==> config.mk <==
export PLATFORM = sky130hd
export DESIGN_NAME = mul56_seq_ctrl
export DESIGN_NICKNAME = d
export VERILOG_FILES = /design/src/rtl/mul56_seq_ctrl.sv
export SDC_FILE = /design/constraint.sdc
export NUM_CORES = 2
export LEC_CHECK = 0
export ABC_AREA = 1
export CORE_MARGIN = 2
export CORE_UTILIZATION = 57
export CTS_CLUSTER_DIAMETER = 200
export DETAILED_ROUTE_END_ITERATION = 6
export PLACE_DENSITY = 0.78
export SLEW_MARGIN = 20
export SYNTH_ARGS = -nofsm -noshare
export SYNTH_HDL_FRONTEND = slang
export SYNTH_SLANG_ARGS = --single-unit
==> constraint.sdc <==
create_clock -name clk -period 19.3 [get_ports clk]
set_input_delay 3.86 -clock clk [delete_from_list [all_inputs] [get_ports clk]]
set_output_delay 3.86 -clock clk [all_outputs]
set_load 0.05 [all_outputs]
==> src/rtl/mul56_seq_ctrl.sv <==
// mul56_seq_ctrl: 56x56 unsigned multiply sequenced over one shared limb multiplier.
// The operands are split into 18/18/20-bit limbs. The 9 limb pairs are shift-accumulated
// into a 112-bit accumulator, one pair per cycle, and the result is held for the consumer.
module mul56_seq_ctrl #(
  parameter int unsigned MUL_SIZE = 56,
  parameter int unsigned RADIX    = 54
) (
  input  logic                    clk,
  input  logic                    rst_n,
  input  logic                    in_valid,
  output logic                    in_ready,
  input  logic [MUL_SIZE-1:0]     a,
  input  logic [MUL_SIZE-1:0]     b,
  output logic                    out_valid,
  input  logic                    out_ready,
  output logic [2*MUL_SIZE-1:0]   product,
  output logic [1:0]              res_upper,
  output logic [RADIX-1:0]        res_middle,
  output logic                    busy
);

  localparam int unsigned PW  = 2 * MUL_SIZE;  // accumulator / product width
  localparam int unsigned LW  = 20;            // widest limb, narrower limbs zero-extended
  localparam int unsigned PPW = 2 * LW;        // limb product width
  localparam int unsigned SHW = 7;             // shift amount width (max 72)
  localparam int unsigned STW = 4;             // step counter width
  localparam logic [STW-1:0] LAST_STEP = STW'(8);

  typedef enum logic [1:0] {
    S_IDLE = 2'd0,
    S_MUL  = 2'd1,
    S_DONE = 2'd2
  } state_e;

  state_e              state_q;
  logic [STW-1:0]      step_q;
  logic [MUL_SIZE-1:0] a_q;
  logic [MUL_SIZE-1:0] b_q;
  logic [PW-1:0]       acc_q;
  logic [PW-1:0]       acc_d;
  logic [PW-1:0]       product_q;
  logic                in_ready_q;
  logic                out_valid_q;
  logic                busy_q;

  logic [1:0]          i_sel;
  logic [1:0]          j_sel;
  logic [LW-1:0]       a_limb;
  logic [LW-1:0]       b_limb;
  logic [SHW-1:0]      a_off;
  logic [SHW-1:0]      b_off;
  logic [PPW-1:0]      pp;

  // Limb pair selection (i = step/3, j = step%3) and next accumulator value.
  always_comb begin
    i_sel = 2'd2;
    j_sel = 2'd2;
    case (step_q)
      4'd0: begin i_sel = 2'd0; j_sel = 2'd0; end
      4'd1: begin i_sel = 2'd0; j_sel = 2'd1; end
      4'd2: begin i_sel = 2'd0; j_sel = 2'd2; end
      4'd3: begin i_sel = 2'd1; j_sel = 2'd0; end
      4'd4: begin i_sel = 2'd1; j_sel = 2'd1; end
      4'd5: begin i_sel = 2'd1; j_sel = 2'd2; end
      4'd6: begin i_sel = 2'd2; j_sel = 2'd0; end
      4'd7: begin i_sel = 2'd2; j_sel = 2'd1; end
      default: begin i_sel = 2'd2; j_sel = 2'd2; end
    endcase

    case (i_sel)
      2'd0:    begin a_limb = LW'(a_q[17:0]);          a_off = SHW'(0);  end
      2'd1:    begin a_limb = LW'(a_q[35:18]);         a_off = SHW'(18); end
      default: begin a_limb = LW'(a_q[MUL_SIZE-1:36]); a_off = SHW'(36); end
    endcase

    case (j_sel)
      2'd0:    begin b_limb = LW'(b_q[17:0]);          b_off = SHW'(0);  end
      2'd1:    begin b_limb = LW'(b_q[35:18]);         b_off = SHW'(18); end
      default: begin b_limb = LW'(b_q[MUL_SIZE-1:36]); b_off = SHW'(36); end
    endcase

    pp    = PPW'(a_limb) * PPW'(b_limb);
    acc_d = acc_q + (PW'(pp) << (a_off + b_off));
  end

  // Controller FSM with registered handshake outputs and held result.
  always_ff @(posedge clk) begin
    if (rst_n) begin
      state_q     <= S_IDLE;
      step_q      <= '0;
      a_q         <= '0;
      b_q         <= '0;
      acc_q       <= '0;
      product_q   <= '0;
      in_ready_q  <= 1'b1;
      out_valid_q <= 1'b0;
      busy_q      <= 1'b0;
    end else begin
      case (state_q)
        S_IDLE: begin
          if (in_valid && in_ready_q) begin
            a_q        <= a;
            b_q        <= b;
            acc_q      <= '0;
            step_q     <= '0;
            state_q    <= S_MUL;
            in_ready_q <= 1'b0;
            busy_q     <= 1'b1;
          end
        end
        S_MUL: begin
          acc_q <= acc_d;
          if (step_q >= LAST_STEP) begin
            product_q   <= acc_d;
            state_q     <= S_DONE;
            out_valid_q <= 1'b1;
          end else begin
            step_q <= step_q + STW'(1);
          end
        end
        S_DONE: begin
          if (out_ready) begin
            state_q     <= S_IDLE;
            out_valid_q <= 1'b0;
            in_ready_q  <= 1'b1;
            busy_q      <= 1'b0;
          end
        end
        default: begin
          state_q     <= S_IDLE;
          step_q      <= '0;
          out_valid_q <= 1'b0;
          in_ready_q  <= 1'b1;
          busy_q      <= 1'b0;
        end
      endcase
    end
  end

  assign in_ready   = in_ready_q;
  assign out_valid  = out_valid_q;
  assign busy       = busy_q;
  assign product    = product_q;
  assign res_upper  = product_q[2*RADIX+3 : 2*RADIX+2];
  assign res_middle = product_q[2*RADIX-1 : RADIX];

endmodule

==> results.sh <==
export IMPL_status="finished with violations"
export IMPL_violations="design-rule violations"
export IMPL_htree_levels=2
export IMPL_synth_edff_count=0
export IMPL_worst_ep_required_time_ns=19.75
export IMPL_cts_buffer_depth=3
export IMPL_clk_latency_ns=0.59
export IMPL_start_util=0.574
export IMPL_synth_cells=5928
export IMPL_vias=40511
export IMPL_die_h_um=266
export IMPL_synth_main_ff_cell="dfxtp_1"
export IMPL_rows=96
export IMPL_max_freq_mhz=77.0
export IMPL_rsz0062_at_grt="no"
export IMPL_gp_congestion=1.11
export IMPL_cp_slowest_cell="o21ai_1"
export IMPL_wl_mm=156
export IMPL_maxSlewViolCount=0
export IMPL_slew_headroom=0.167
export IMPL_ys_types=59
export IMPL_yosys_area_top_type="dfxtp_1"
export IMPL_cp_slowest_stage_delay_ns=0.82
export IMPL_drt_iter0_markers=3545
export IMPL_io_buffers=286
export IMPL_layout_drive_gt1_share=0.0372
export IMPL_ctsResizeCount=0
export IMPL_yosys_warnings=0
export IMPL_worst_setup_path_end_kind="flip-flop"
export IMPL_fin_skew_ns=0.0334
export IMPL_fin_crit_sh=0.673
export IMPL_ys_seq_area_frac=0.178
export IMPL_dp_hpwl_mm=126
export IMPL_gr_total_overflow=0
export IMPL_antenna_found_initial=8
export IMPL_path_clk_slew_ns=0.06
export IMPL_grt_max_degree=153
export IMPL_finalHoldViolCount=0
export IMPL_hold_buffers=0
export IMPL_dieArea_mm2=0.0709
export IMPL_async_reset_ff_frac=0
export IMPL_nets=6747
export IMPL_clock_sinks=349
export IMPL_setup_tns_final_ns=0
export IMPL_critPathLaunchType="flip-flop"
export IMPL_grt_usage=0.436
export IMPL_maxCapViolCount=0
export IMPL_synth_area_leaders="dfxtp_1 (18%), fa_1 (16%), nand2_1 (12%), inv_1 (9.9%), ha_1 (8.5%)"
export IMPL_die_w_um=266
export IMPL_postCtsSetupBuffers=0
export IMPL_critPathMaxFanout=19
export IMPL_cp_arrival_ns=13.44
export IMPL_worstMarginPinSlew_ns=1.25
export IMPL_cts_tree="yes"
export IMPL_setup_worst_path_class="flip-flop to flip-flop"
export IMPL_final_antenna_net_count=0
export IMPL_hold_class="flip-flop to flip-flop"
export IMPL_finalSetupViolCount=0
export IMPL_grt_pass1_vias=39489
export IMPL_grt_pass1_wl_mm=234
export IMPL_dr_pass1_iters=7
export IMPL_wl_per_cell_um=22.5
export IMPL_synth_top_area_share=0.178
export IMPL_areaGrowthSynthToFinish_pct=11.7
export IMPL_drt_vias_per_instance=5.82
export IMPL_numCtsBuffers=41
export IMPL_num_io_pins=287
export IMPL_core_area_mm2=0.0683
export IMPL_clock_root_buffer="clkbuf_16"
export IMPL_fin_crit_ns=12.99
export IMPL_syn_nets=6633
export IMPL_syn_area_mm2=0.0392
export IMPL_postSynthAreaPerCell_um2=6.61
export IMPL_ys_seq_elements=349
export IMPL_drc=23
## worst paths after layout
path | end | cells after the start | start | slack [ns]
worst max-delay path | product[100] | 45 | step_q[3] | 6.31
worst min-delay path | a_q[35] | 2 | a_q[35] | 0.46
worst max register to register | product[100] | 45 | step_q[3] | 6.31
worst min register to register | a_q[35] | 2 | a_q[35] | 0.46
## kinds of logic (layout without fill, tap and decap cells)
family                   after synthesis  after routing  synth area share
AO/OA/AOI/OAI                       1093           1093             0.163
XOR/XNOR                              81             81            0.0181
adder cells (fa/ha/maj)              589            589             0.250
buffers and inverters               1319           1464             0.133
flip-flops                           349            349             0.178
multiplexers                           3              3          0.000766
other                                  0              5                 0
AND/OR/NAND/NOR                     2494           2494             0.257
## critical path, delay by kind of cell, from the launching register on
| family | cells | cell delay [ns] |
|---|---|---|
| adders and majority gates | 9 | 4.34 |
| AOI/OAI and AO/OA | 10 | 3.52 |
| and+or+nand+nor | 17 | 3.14 |
| buffers and inverters | 9 | 1.49 |
| DFF | 1 | 0.36 |
## through the flow
stage	cells	hold slack, ns	cell area [um^2]	utilization	setup slack [ns]
2_1_floorplan	5928	0.430	39200	-	10.14
3_3_place_gp	6881	0.441	42400	0.620	6.91
3_5_place_dp	6881	0.448	42400	0.620	6.86
4_1_cts	6955	0.456	43800	0.640	6.79
5_1_grt	6957	0.479	43800	0.640	5.88
6_report	6960	0.455	43800	0.641	6.31
## state kept, by name, summed over array words and instances (netlist names), named ones only
| signal | cells |
|---|---|
| acc_q | 112 |
| b_q | 56 |
| a_q | 56 |
| in_ready | 1 |
| step_q | 4 |
| product | 112 |
| state_q | 2 |
| busy | 1 |
| out_valid | 1 |
## cell type report
class                           instances  area, um^2
Clock buffer                           58        1210
Sequential cell                       349        6990
Tap cell                              882        1100
Multi-Input combinational cell       4260       27100
Timing Repair Buffer                  335        3230
Antenna cell                            5        12.5
Clock inverter                         16         205
Fill cell                            6474       24600
Inverter                             1055        3970
## synthesized netlist by cell type, types with 5 or more instances
cell type and count:
nor4_1 8, or2_1 16, nor2_2 9, a211oi_1 5
nand2_2 10, o21ai_1 46, or2_2 20, xnor2_1 22
a31oi_1 45, o21ai_2 6, nand2_1 1263, inv_1 1029
clkbuf_1 151, a21boi_0 7, a21oi_2 9, and2_1 5
nor2_1 831, o21a_1 14, buf_4 57, a21o_1 31
xor2_1 59, o221ai_1 17, o22ai_1 6, a221oi_1 13
nand4_1 34, nand3b_1 11, nor3_1 28, a21oi_1 375
o211ai_1 42, a21boi_1 5, buf_1 22, a221oi_2 8
nand3_1 242, dfxtp_1 349, o21bai_1 92, clkinv_1 13
buf_2 32, inv_2 13, o21ai_0 360, ha_1 267
fa_1 322
## cell usage in the layout (no fill, tap or decap), types with 7 or more instances in the layout
master / instances
nor2_4: 7
a31oi_1: 44
nor2_2: 8
o221ai_1: 14
fa_1: 321
nor3_1: 28
nor2_1: 829
clkbuf_1: 7
or2_2: 20
nor4_1: 8
o21ai_1: 48
a21oi_1: 375
clkdlybuf4s50_1: 285
o21ai_0: 358
a21boi_0: 7
a221oi_2: 8
clkbuf_8: 8
a21o_1: 31
or2_1: 16
o21a_1: 14
o21bai_1: 92
inv_2: 14
xnor2_1: 22
nand2_1: 1262
o221ai_2: 7
inv_1: 1028
nand3_1: 242
ha_1: 266
nand3b_1: 11
xor2_1: 59
nand4_1: 34
a221oi_1: 12
nand2_2: 10
o211ai_1: 42
a21oi_2: 9
dfxtp_1: 349
clkbuf_16: 43
buf_4: 50
clkinv_1: 12
## layer usage
layer  track usage  part of all wire
met1         0.490              0.36
met2         0.725              0.46
met3        0.0927             0.087
met4         0.336             0.092
met5             0           0.00034
Power is left out: the tool's default activity adds up to more than one toggle a clock period on the data nets, which glitch-free logic cannot reach.
